===== src/rtl/pclk_rate_switch.sv =====
// Selectable-rate clock-enable generator with a hitless rate switch: the old
// period always runs to completion and a fixed idle gap precedes the new cadence.
module pclk_rate_switch #(
    parameter int NUM_RATES  = 4,
    parameter int RW         = ($clog2(NUM_RATES) > 1) ? $clog2(NUM_RATES) : 1,
    parameter int GAP_CYCLES = 2,
    parameter int RESET_RATE = 0
) (
    input  logic          clk,
    input  logic          rst,
    input  logic          rate_req_valid,
    input  logic [RW-1:0] rate_req,
    output logic          rate_req_ready,
    output logic          rate_ack,
    output logic          rate_err,
    output logic [RW-1:0] rate_cur,
    output logic          pclk_en,
    output logic          busy
);

    localparam int CW = NUM_RATES - 1;
    localparam int GW = 4;
    localparam logic [RW:0]   NUM_RATES_W  = (RW + 1)'(NUM_RATES);
    localparam logic [RW-1:0] RESET_RATE_W = RW'(RESET_RATE);
    localparam logic [GW-1:0] GAP_LAST_W   = GW'(GAP_CYCLES - 1);

    typedef enum logic [1:0] {
        ST_RUN   = 2'd0,
        ST_DRAIN = 2'd1,
        ST_GAP   = 2'd2
    } state_t;

    state_t        state_r, state_s;
    logic [CW-1:0] cnt_r, cnt_s, cnt_inc_s, last_s;
    logic [CW:0]   span_s;
    logic [GW-1:0] gap_cnt_r, gap_cnt_s;
    logic [RW-1:0] rate_cur_r, rate_cur_s, target_r, target_s;
    logic          ack_r, ack_s, err_r, err_s;
    logic          period_end_s;

    // Last count value of the active period (2^rate - 1) and the wrapping increment.
    always_comb begin
        span_s       = {{CW{1'b0}}, 1'b1} << rate_cur_r;
        last_s       = span_s[CW-1:0] - CW'(1);
        period_end_s = (cnt_r == last_s);
        if (period_end_s) begin
            cnt_inc_s = {CW{1'b0}};
        end else begin
            cnt_inc_s = cnt_r + CW'(1);
        end
    end

    // Next-state, period counter, rate latch and one-cycle status pulses.
    always_comb begin
        state_s    = state_r;
        cnt_s      = cnt_inc_s;
        gap_cnt_s  = gap_cnt_r;
        rate_cur_s = rate_cur_r;
        target_s   = target_r;
        ack_s      = 1'b0;
        err_s      = 1'b0;
        case (state_r)
            ST_RUN: begin
                if (rate_req_valid) begin
                    if ({1'b0, rate_req} >= NUM_RATES_W) begin
                        err_s = 1'b1;
                    end else if (rate_req == rate_cur_r) begin
                        ack_s = 1'b1;
                    end else begin
                        target_s = rate_req;
                        state_s  = ST_DRAIN;
                    end
                end else begin
                    state_s = ST_RUN;
                end
            end
            ST_DRAIN: begin
                // The old period finishes before anything changes.
                if (period_end_s) begin
                    cnt_s = {CW{1'b0}};
                    if (GAP_CYCLES == 0) begin
                        state_s    = ST_RUN;
                        rate_cur_s = target_r;
                        ack_s      = 1'b1;
                    end else begin
                        state_s   = ST_GAP;
                        gap_cnt_s = {GW{1'b0}};
                    end
                end else begin
                    state_s = ST_DRAIN;
                end
            end
            ST_GAP: begin
                cnt_s = {CW{1'b0}};
                if (gap_cnt_r == GAP_LAST_W) begin
                    state_s    = ST_RUN;
                    rate_cur_s = target_r;
                    ack_s      = 1'b1;
                    gap_cnt_s  = {GW{1'b0}};
                end else begin
                    gap_cnt_s = gap_cnt_r + GW'(1);
                end
            end
            default: begin
                state_s = ST_RUN;
                cnt_s   = {CW{1'b0}};
            end
        endcase
    end

    // State and status registers with synchronous reset.
    always_ff @(posedge clk) begin
        if (rst) begin
            state_r    <= ST_RUN;
            cnt_r      <= {CW{1'b0}};
            gap_cnt_r  <= {GW{1'b0}};
            rate_cur_r <= RESET_RATE_W;
            target_r   <= {RW{1'b0}};
            ack_r      <= 1'b0;
            err_r      <= 1'b0;
        end else begin
            state_r    <= state_s;
            cnt_r      <= cnt_s;
            gap_cnt_r  <= gap_cnt_s;
            rate_cur_r <= rate_cur_s;
            target_r   <= target_s;
            ack_r      <= ack_s;
            err_r      <= err_s;
        end
    end

    // Outputs are forced quiet during the reset cycle itself, not only after it.
    assign rate_req_ready = (state_r == ST_RUN) && !rst;
    assign pclk_en        = (state_r != ST_GAP) && (cnt_r == {CW{1'b0}}) && !rst;
    assign busy           = (state_r != ST_RUN) && !rst;
    assign rate_ack       = ack_r && !rst;
    assign rate_err       = err_r && !rst;
    assign rate_cur       = rst ? RESET_RATE_W : rate_cur_r;

endmodule


===== config.mk =====
export PLATFORM = sky130hd
export DESIGN_NAME = pclk_rate_switch
export DESIGN_NICKNAME = d
export VERILOG_FILES = /design/src/rtl/pclk_rate_switch.sv
export SDC_FILE = /design/constraint.sdc
export NUM_CORES = 1
export LEC_CHECK = 0
export BUFFER_PORTS_ARGS = -buffer_cell sky130_fd_sc_hd__buf_2
export CAP_MARGIN = 5
export CORE_MARGIN = 5
export CORE_UTILIZATION = 54
export CTS_BUF_LIST = sky130_fd_sc_hd__clkbuf_8 sky130_fd_sc_hd__clkbuf_16
export CTS_CLUSTER_DIAMETER = 100
export CTS_CLUSTER_SIZE = 12
export DETAILED_ROUTE_END_ITERATION = 10
export GPL_ROUTABILITY_DRIVEN = 0
export HOLD_SLACK_MARGIN = 0.12
export PLACE_DENSITY = 0.74
export SYNTH_ARGS = -nofsm -noshare
export SYNTH_HDL_FRONTEND = slang
export SYNTH_SLANG_ARGS = --single-unit

===== constraint.sdc =====
create_clock -name clk -period 1.8 [get_ports clk]
set_input_delay 0.36 -clock clk [delete_from_list [all_inputs] [get_ports clk]]
set_output_delay 0.36 -clock clk [all_outputs]
set_load 0.1 [all_outputs]

==> summary.json, run 1 <==
{
  "status": "finished clean",
  "floorplan.core_area_um2": 1471,
  "synth.cell_area_um2": 823.3,
  "initial_antenna_violation_count": 0,
  "worst_hold_endpoint": "target_r[0]",
  "first_pass_grt_wire_length_mm": 3.022,
  "io_pins": 12,
  "die_y_um": 49.05,
  "place.detailed.hpwl_mm": 1.247,
  "globalRoute.totalOverflow": 0,
  "critical_path_buf_inv_count": 1,
  "track_usage_pct": 15.20,
  "crit_path_end_kind": "output pin",
  "rsz0062_at_grt": "no",
  "routed-via-count": 717,
  "launching_element_type_of_the_critical_path": "flop",
  "viasPerCell": 5.877,
  "initial_core_util_pct": 55.95,
  "num_antenna_cells": 0,
  "postLayoutCellArea_um2": 1056,
  "cts-buffers-inserted": 3,
  "ant_nets": 0,
  "drt_first_iter_violations": 22,
  "hp-class": "in -> reg",
  "die_span_in_x_um": 49.05,
  "port_buf_inserts": 10,
  "internal-power_mw": 0.5749,
  "synth_cell_type_count": 41,
  "worstReg2RegStart": "gap_cnt_r[0]",
  "post-route-drc-count": 0,
  "clock_tree_from_tritoncts": "done",
  "switching_share_pct": 29.19,
  "max-clock-path-buffers": 2,
  "critPathKind": "reg -> out",
  "worst_ir_drop_vdd_v": 0.0006610,
  "place_worst_setup_slack_ps": 282.6,
  "route.detailed.wl_per_inst_um": 13.88,
  "synthesis.yosys.warnings": 0,
  "finalWirelength_mm": 1.693,
  "synth_fp_nets": 104,
  "synth_top_cells_by_area": "dfxtp_1, ha_1, nor3_1",
  "design.final.nets": 116,
  "fillers": 111,
  "root_buffer": "clkbuf_8",
  "drive_gt1_share_pct": 26.42,
  "max_freq_mhz": 586.1,
  "max-cap-violations": 0,
  "cts.repair_timing.setup_buffer_count": 0,
  "timing_max_transition_violations_final": 0,
  "cts_max_level": 1,
  "switchingPower_mw": 0.2370,
  "number_of_clock_sinks_seen_by_cts": 14,
  "placed_standard_cell_area_um2": 999.7,
  "grt_start_max_net_pins": 21,
  "timing.hold.worst.start": "rate_req[0]",
  "critical_path_s_top_delay_family": "simple AND/OR/NAND/NOR gates",
  "regToRegEndpoint": "gap_cnt_r[0]",
  "final.period_utilization_pct": 94.79,
  "grt_pass1_vias": 688,
  "top_area_cell_type_share_of_the_netlist_area_pct": 34.04,
  "static-leakage-power_nw": 0.4209,
  "slowest_delay_ps": 390,
  "share_comb_of_total_power_pct": 21.2,
  "multi_input_comb_area_um2": 525.5,
  "timing.critical_path.required_ps": 1440,
  "drt_pass1_iterations": 4,
  "clkLatencyLatePin_ps": 240,
  "final_util_pct": 71.77,
  "timing.critical_path.arrival_ps": 1350,
  "post-route-worst-setup-slack_ps": 93.70,
  "worst_path_max_delay_cell": "dfxtp_2",
  "power_density_cells_nw_per_um2": 768.9,
  "power.sequential.fraction_pct": 40.9,
  "clkPwrFrac_pct": 37.9,
  "critical_path_peak_fanout": 12,
  "fin_tns_setup_ps": 0,
  "synth_top_cell_by_area": "dfxtp_1",
  "register_area_um2": 281.5,
  "worst_clock_skew_ps": 2.835,
  "setup_viol": 0,
  "core.rowCount": 14,
  "clk_slew_on_worst_s_h_paths_ps": 60,
  "finalHoldViolCount": 0,
  "synth.ff_latch_count": 14,
  "synthesis.instances": 95,
  "timing.critical_path.cells": "nor2b_4 > nor4b_4 > buf_12",
  "syn-mean-instance-area_um2": 8.666,
  "die_area_um2": 2405,
  "time_the_final_worst_path_needs_with_i_o_delays_and_setup_ps": 1706,
  "reg2regPathDepth": 5,
  "reg2reg_setup_slack_ps": 380,
  "area_growth_syn_to_layout_pct": 28.27,
  "seq_area_frac_synth_pct": 34.04,
  "hold-path-cell-count": 3
}
-- cell usage in the layout, fill, tap and decap left out, types with 2 or more instances in the layout --
master    synthesis  routed
a21oi_1           4       4
buf_12            0       6
buf_2             2       4
buf_4             1       2
clkbuf_8          0       4
dfxtp_1          14      13
ha_1              4       4
inv_1             5       5
mux2i_1           2       2
nand2_1           7       7
nand3_1           4       4
nor2_1            8       7
nor2b_1           4       4
nor3_1            6       5
nor4_1            2       2
o21ai_0           2       2
xnor2_1           2       2
xor2_1            2       2
-- layout make-up --
| class | instances | share of cell area (%) |
|---|---|---|
| Inverter | 5 | 1.777 |
| Sequential cell | 14 | 26.66 |
| Multi-Input combinational cell | 71 | 49.76 |
| Tap cell | 16 | 1.896 |
| Timing Repair Buffer | 12 | 14.69 |
| Clock buffer | 4 | 5.213 |
-- worst min-delay path, stage by stage --
cell and delay [ps]:
buf_2 100, mux2i_1 60, nor2_1 80
-- power groups by stage --
| stage | clock network, mW | registers [mW] | logic [mW] |
|---|---|---|---|
| after floorplan | 0 | 0.331 | 0.136 |
| after global placement | 0 | 0.338 | 0.169 |
| after detailed placement | 0 | 0.338 | 0.171 |
| after CTS | 0.309 | 0.331 | 0.172 |
| after global routing | 0.329 | 0.334 | 0.183 |
| final | 0.308 | 0.332 | 0.172 |
-- kinds of logic (layout without fill, tap and decap cells) --
logic type	count (synthesis)	in the layout	share of synthesized area, %
buffers and inverters	10	21	6.231
other	1	1	0.4555
AOI/OAI and AO/OA	13	13	12.16
muxes	2	2	2.432
DFF	14	14	34.04
and+or+nand+nor	47	47	34.35
adders and majority gates	4	4	6.079
xor gates and xnor gates	4	4	4.256
-- metrics by stage --
step,instances,hold WS [ps],power [mW]
finish,122,390.2,0.8119
global route,122,409.8,0.8455
CTS,122,397.6,0.8121
detailed placement,118,475.1,0.5089
global placement,118,476.3,0.5064
floorplan,95,443.2,0.4668
-- what timing repair did --
item,CTS,global route
gates resized for setup,0,1
hold buffers,0,0
endpoints found under the setup margin,0,1
-- worst max-delay path by stage --
stage                          start       end  slack, ps  depth (start not counted)
after global placement    state_r[1]   pclk_en        300                          3
after floorplan                  rst  rate_ack       -420                          2
after global routing      state_r[1]   pclk_en         40                          3
after detailed placement  state_r[1]   pclk_en        280                          3
after CTS                 state_r[1]   pclk_en          3                          3
final                     state_r[1]   pclk_en         90                          3
-- state kept, by name, summed over array words and instances (netlist names) --
signal	cells
gap_cnt_r	4
cnt_r	3
rate_cur_r	2
state_r	2
target_r	2
ack_r	1
-- synth_stat cells (all sizes together) --
master,number
dfxtp,14
nand2,8
nor2,8
nor3,6
a21oi,5
buf,5
inv,5
nor2b,5
ha,4
nand3,4
o21ai,4
mux2i,2
nand4,2
nor3b,2
nor4,2
nor4b,2
xnor2,2
xor2,2
a311oi,1
and2,1
and3,1
and4,1
conb,1
nand2b,1
nand3b,1
o211a,1
o22ai,1
o41ai,1
or2b,1
or3,1
or4,1
-- per-layer routing --
| layer | routed length, µm | track usage (%) |
|---|---|---|
| met2 | 818 | 24.57 |
| met5 | 0 | 0 |
| met1 | 775 | 19.26 |
| met3 | 100 | 4.281 |
| met4 | 0 | 4.933 |
Note: power is estimated with default switching activity, not from simulation.
==> inputs of run 2 (changes only) <==
CORE_UTILIZATION = 37   (was 54)
PLACE_DENSITY = 0.54   (was 0.74)
==> run 2 against run 1 <==
Against the previous run: critical path depth grew 1; sequential share of layout area shrank 0.31 points; via count shrank 4.2%; critical path type unchanged.
==> summary.json, run 2 (same netlist as run 1, synthesis figures left out) <==
{
  "status": {"value": "finished clean", "change": "unchanged"},
  "worst_ir_drop_vdd": {"value": 0.0004273, "unit": "V", "change": "was 0.0006610 V"},
  "largest_register_ff_count": {"value": 4, "change": "unchanged"},
  "post_cts.resized_instances": {"value": 0, "change": "unchanged"},
  "time_the_final_worst_path_needs_with_i_o_delays_and_setup": {"value": 1659, "unit": "ps", "change": "was 1706 ps"},
  "drt_first_iter_violations": {"value": 5, "change": "was 22"},
  "design.final.nets": {"value": 117, "change": "was 116"},
  "leading_cell_type_in_the_layout_fill_and_taps_excluded": {"value": "dfxtp_1", "change": "unchanged"},
  "power_density_cells": {"value": 713.1, "unit": "nW/µm²", "change": "was 768.9 nW/µm²"},
  "critical_path_s_top_delay_family": {"value": "flip-flops", "change": "was simple AND/OR/NAND/NOR gates"},
  "worst_clock_skew": {"value": 2.189, "unit": "ps", "change": "was 2.835 ps"},
  "static-leakage-power": {"value": 0.4186, "unit": "nW", "change": "was 0.4209 nW"},
  "die_y": {"value": 57.17, "unit": "µm", "change": "was 49.05 µm"},
  "fillers": {"value": 218, "change": "was 111"},
  "timing.critical_path.required": {"value": 1440, "unit": "ps", "change": "about the same"},
  "globalRoute.totalOverflow": {"value": 0, "change": "unchanged"},
  "num_antenna_cells": {"value": 0, "change": "unchanged"},
  "die_span_in_x": {"value": 57.17, "unit": "µm", "change": "was 49.05 µm"},
  "clock_tree_from_tritoncts": {"value": "done", "change": "unchanged"},
  "finalWirelength": {"value": 1.730, "unit": "mm", "change": "was 1.693 mm"},
  "crit_path_end_kind": {"value": "output pin", "change": "unchanged"},
  "max_freq": {"value": 602.9, "unit": "MHz", "change": "was 586.1 MHz"},
  "timing.critical_path.arrival": {"value": 1300, "unit": "ps", "change": "was 1350 ps"},
  "first_pass_grt_wire_length": {"value": 3.105, "unit": "mm", "change": "was 3.022 mm"},
  "final_util": {"value": 49.02, "unit": "%", "change": "was 71.77%"},
  "non_filler_cells_in_the_finished_layout": {"value": 134, "change": "was 122"},
  "cts_max_level": {"value": 1, "change": "unchanged"},
  "setup.worst_path.end": {"value": "pclk_en", "change": "unchanged"},
  "final.period_utilization": {"value": 92.15, "unit": "%", "change": "was 94.79%"},
  "finalPower": {"value": 0.7584, "unit": "mW", "change": "was 0.8119 mW"},
  "regToRegEndpoint": {"value": "gap_cnt_r[0]", "change": "unchanged"},
  "floorplan.core_area": {"value": 2170, "unit": "µm²", "change": "was 1471 µm²"},
  "number_of_hold_repair_buffers_added_at_the_cts_stage": {"value": 0, "change": "unchanged"},
  "launching_element_type_of_the_critical_path": {"value": "flop", "change": "unchanged"},
  "port_buf_inserts": {"value": 10, "change": "unchanged"},
  "initial_core_util": {"value": 37.95, "unit": "%", "change": "was 55.95%"},
  "switchingPower": {"value": 0.2275, "unit": "mW", "change": "was 0.2370 mW"},
  "setup_viol": {"value": 0, "change": "unchanged"},
  "worstReg2RegStart": {"value": "gap_cnt_r[0]", "change": "unchanged"},
  "place.detailed.hpwl": {"value": 1.333, "unit": "mm", "change": "was 1.247 mm"},
  "clkPwrFrac": {"value": 33.3, "unit": "%", "change": "was 37.9%"},
  "number_of_clock_sinks_seen_by_cts": {"value": 14, "change": "unchanged"},
  "reg2regPathDepth": {"value": 5, "change": "unchanged"},
  "timing_max_transition_violations_final": {"value": 0, "change": "unchanged"},
  "max-clock-path-buffers": {"value": 2, "change": "unchanged"},
  "root_buffer": {"value": "clkbuf_8", "change": "unchanged"},
  "clk_slew_on_worst_s_h_paths": {"value": 60, "unit": "ps", "change": "about the same"},
  "fin_tns_setup": {"value": 0, "unit": "ps", "change": "unchanged"},
  "finalHoldWorstSlack": {"value": 378.2, "unit": "ps", "change": "was 390.2 ps"},
  "share_comb_of_total_power": {"value": 23.6, "unit": "%", "change": "was 21.2%"},
  "track_usage": {"value": 12.06, "unit": "%", "change": "was 15.20%"},
  "viasPerCell": {"value": 5.127, "change": "was 5.877"},
  "register_area": {"value": 280.3, "unit": "µm²", "change": "was 281.5 µm²"},
  "die_area": {"value": 3268, "unit": "µm²", "change": "was 2405 µm²"},
  "reg2reg_setup_slack": {"value": 380, "unit": "ps", "change": "about the same"},
  "slowest_delay": {"value": 350, "unit": "ps", "change": "was 390 ps"},
  "top_regs": {"value": "gap_cnt_r x4, cnt_r x3", "change": "unchanged"},
  "switching_share": {"value": 29.99, "unit": "%", "change": "was 29.19%"},
  "cp_num_cells": {"value": 4, "change": "was 3"},
  "worst_path_max_delay_cell": {"value": "dfxtp_1", "change": "was dfxtp_2"},
  "power.sequential.fraction": {"value": 43.1, "unit": "%", "change": "was 40.9%"},
  "dpl.cell_count": {"value": 131, "change": "was 118"},
  "finalHoldViolCount": {"value": 0, "change": "unchanged"},
  "critPathLaunch": {"value": "cnt_r[0]", "change": "was state_r[1]"},
  "route.detailed.wl_per_inst": {"value": 12.91, "unit": "µm", "change": "was 13.88 µm"},
  "drive_gt1_share": {"value": 25.47, "unit": "%", "change": "was 26.42%"},
  "grt_pass1_vias": {"value": 683, "change": "was 688"},
  "drt_pass1_iterations": {"value": 4, "change": "unchanged"},
  "clkLatencyLatePin": {"value": 240, "unit": "ps", "change": "about the same"},
  "routed-via-count": {"value": 687, "change": "was 717"},
  "top_register": {"value": "gap_cnt_r", "change": "unchanged"},
  "internal-power": {"value": 0.5309, "unit": "mW", "change": "was 0.5749 mW"},
  "max-cap-violations": {"value": 0, "change": "unchanged"},
  "rsz0062_at_grt": {"value": "no", "change": "unchanged"},
  "cts.repair_timing.setup_buffer_count": {"value": 0, "change": "unchanged"},
  "critical_path_peak_fanout": {"value": 5, "change": "was 12"},
  "hold-path-cell-count": {"value": 3, "change": "unchanged"},
  "io_pins": {"value": 12, "change": "unchanged"},
  "post-route-drc-count": {"value": 0, "change": "unchanged"},
  "core.rowCount": {"value": 17, "change": "was 14"},
  "area_growth_syn_to_layout": {"value": 29.18, "unit": "%", "change": "was 28.27%"},
  "timing.critical_path.cells": {"value": "inv_1 > ha_1 > nor4b_4 > buf_12", "change": "was nor2b_4 > nor4b_4 > buf_12"},
  "cts-buffers-inserted": {"value": 3, "change": "unchanged"},
  "critPathKind": {"value": "reg -> out", "change": "unchanged"},
  "grt_start_max_net_pins": {"value": 21, "change": "unchanged"},
  "hp-class": {"value": "in -> reg", "change": "unchanged"},
  "multi_input_comb_area": {"value": 525.5, "unit": "µm²", "change": "unchanged"},
  "critical_path_buf_inv_count": {"value": 2, "change": "was 1"},
  "initial_antenna_violation_count": {"value": 0, "change": "unchanged"},
  "most-common-layout-cells": {"value": "dfxtp_1, nor2_1, nand2_1", "change": "unchanged"},
  "ant_nets": {"value": 0, "change": "unchanged"}
}
## run 2: cell count changes in the layout (fill, tap and decap cells not counted)
cell	before	now
clkbuf_8	4	3
dfxtp_2	1	0
dfxtp_1	13	14
buf_4	2	3
## run 2: worst min-delay path, stage by stage
cell	delay (ps)
buf_2	90
mux2i_1	60
nor2_1	70
## run 2: metrics by stage
| step | area, µm² | setup WS [ps] |
|---|---|---|
| after global placement | 1022 | 302.5 |
| after CTS | 1064 | 120.5 |
| after global routing | 1064 | 51.37 |
| final | 1064 | 141.3 |
| after floorplan | 867.1 | -415.7 |
| after detailed placement | 1022 | 306.0 |
## run 2: area by class of cell
type	count	area share (%)
multi-input combinational	71	49.41
sequential	14	26.35
timing repair buffer	13	15.29
clock buffer	3	3.882
tap	28	3.294
inverter	5	1.765
## run 2: how the worst min path moves through the flow
stage / from / to
finish: rate_req[1] / target_r[1]
global route: rate_req[0] / target_r[0]
CTS: rate_req[1] / target_r[1]
detailed placement: target_r[1] / rate_cur_r[1]
global placement: target_r[0] / rate_cur_r[0]
floorplan: target_r[1] / rate_cur_r[1]
## run 2: layer usage
layer,up-vias,GRT usage (%),wire length (µm)
met4,0,5.960,14
met5,-,0,0
met3,2,3.620,74
met2,8,19.09,849
li1,355,-,-
met1,322,14.81,791
## run 2: power by group through the flow
stage	clock (mW)	sequential, mW	combinational [mW]
after floorplan	0	0.331	0.136
after global placement	0	0.333	0.178
after detailed placement	0	0.333	0.179
after CTS	0.261	0.327	0.180
after global routing	0.280	0.327	0.190
final	0.253	0.327	0.179
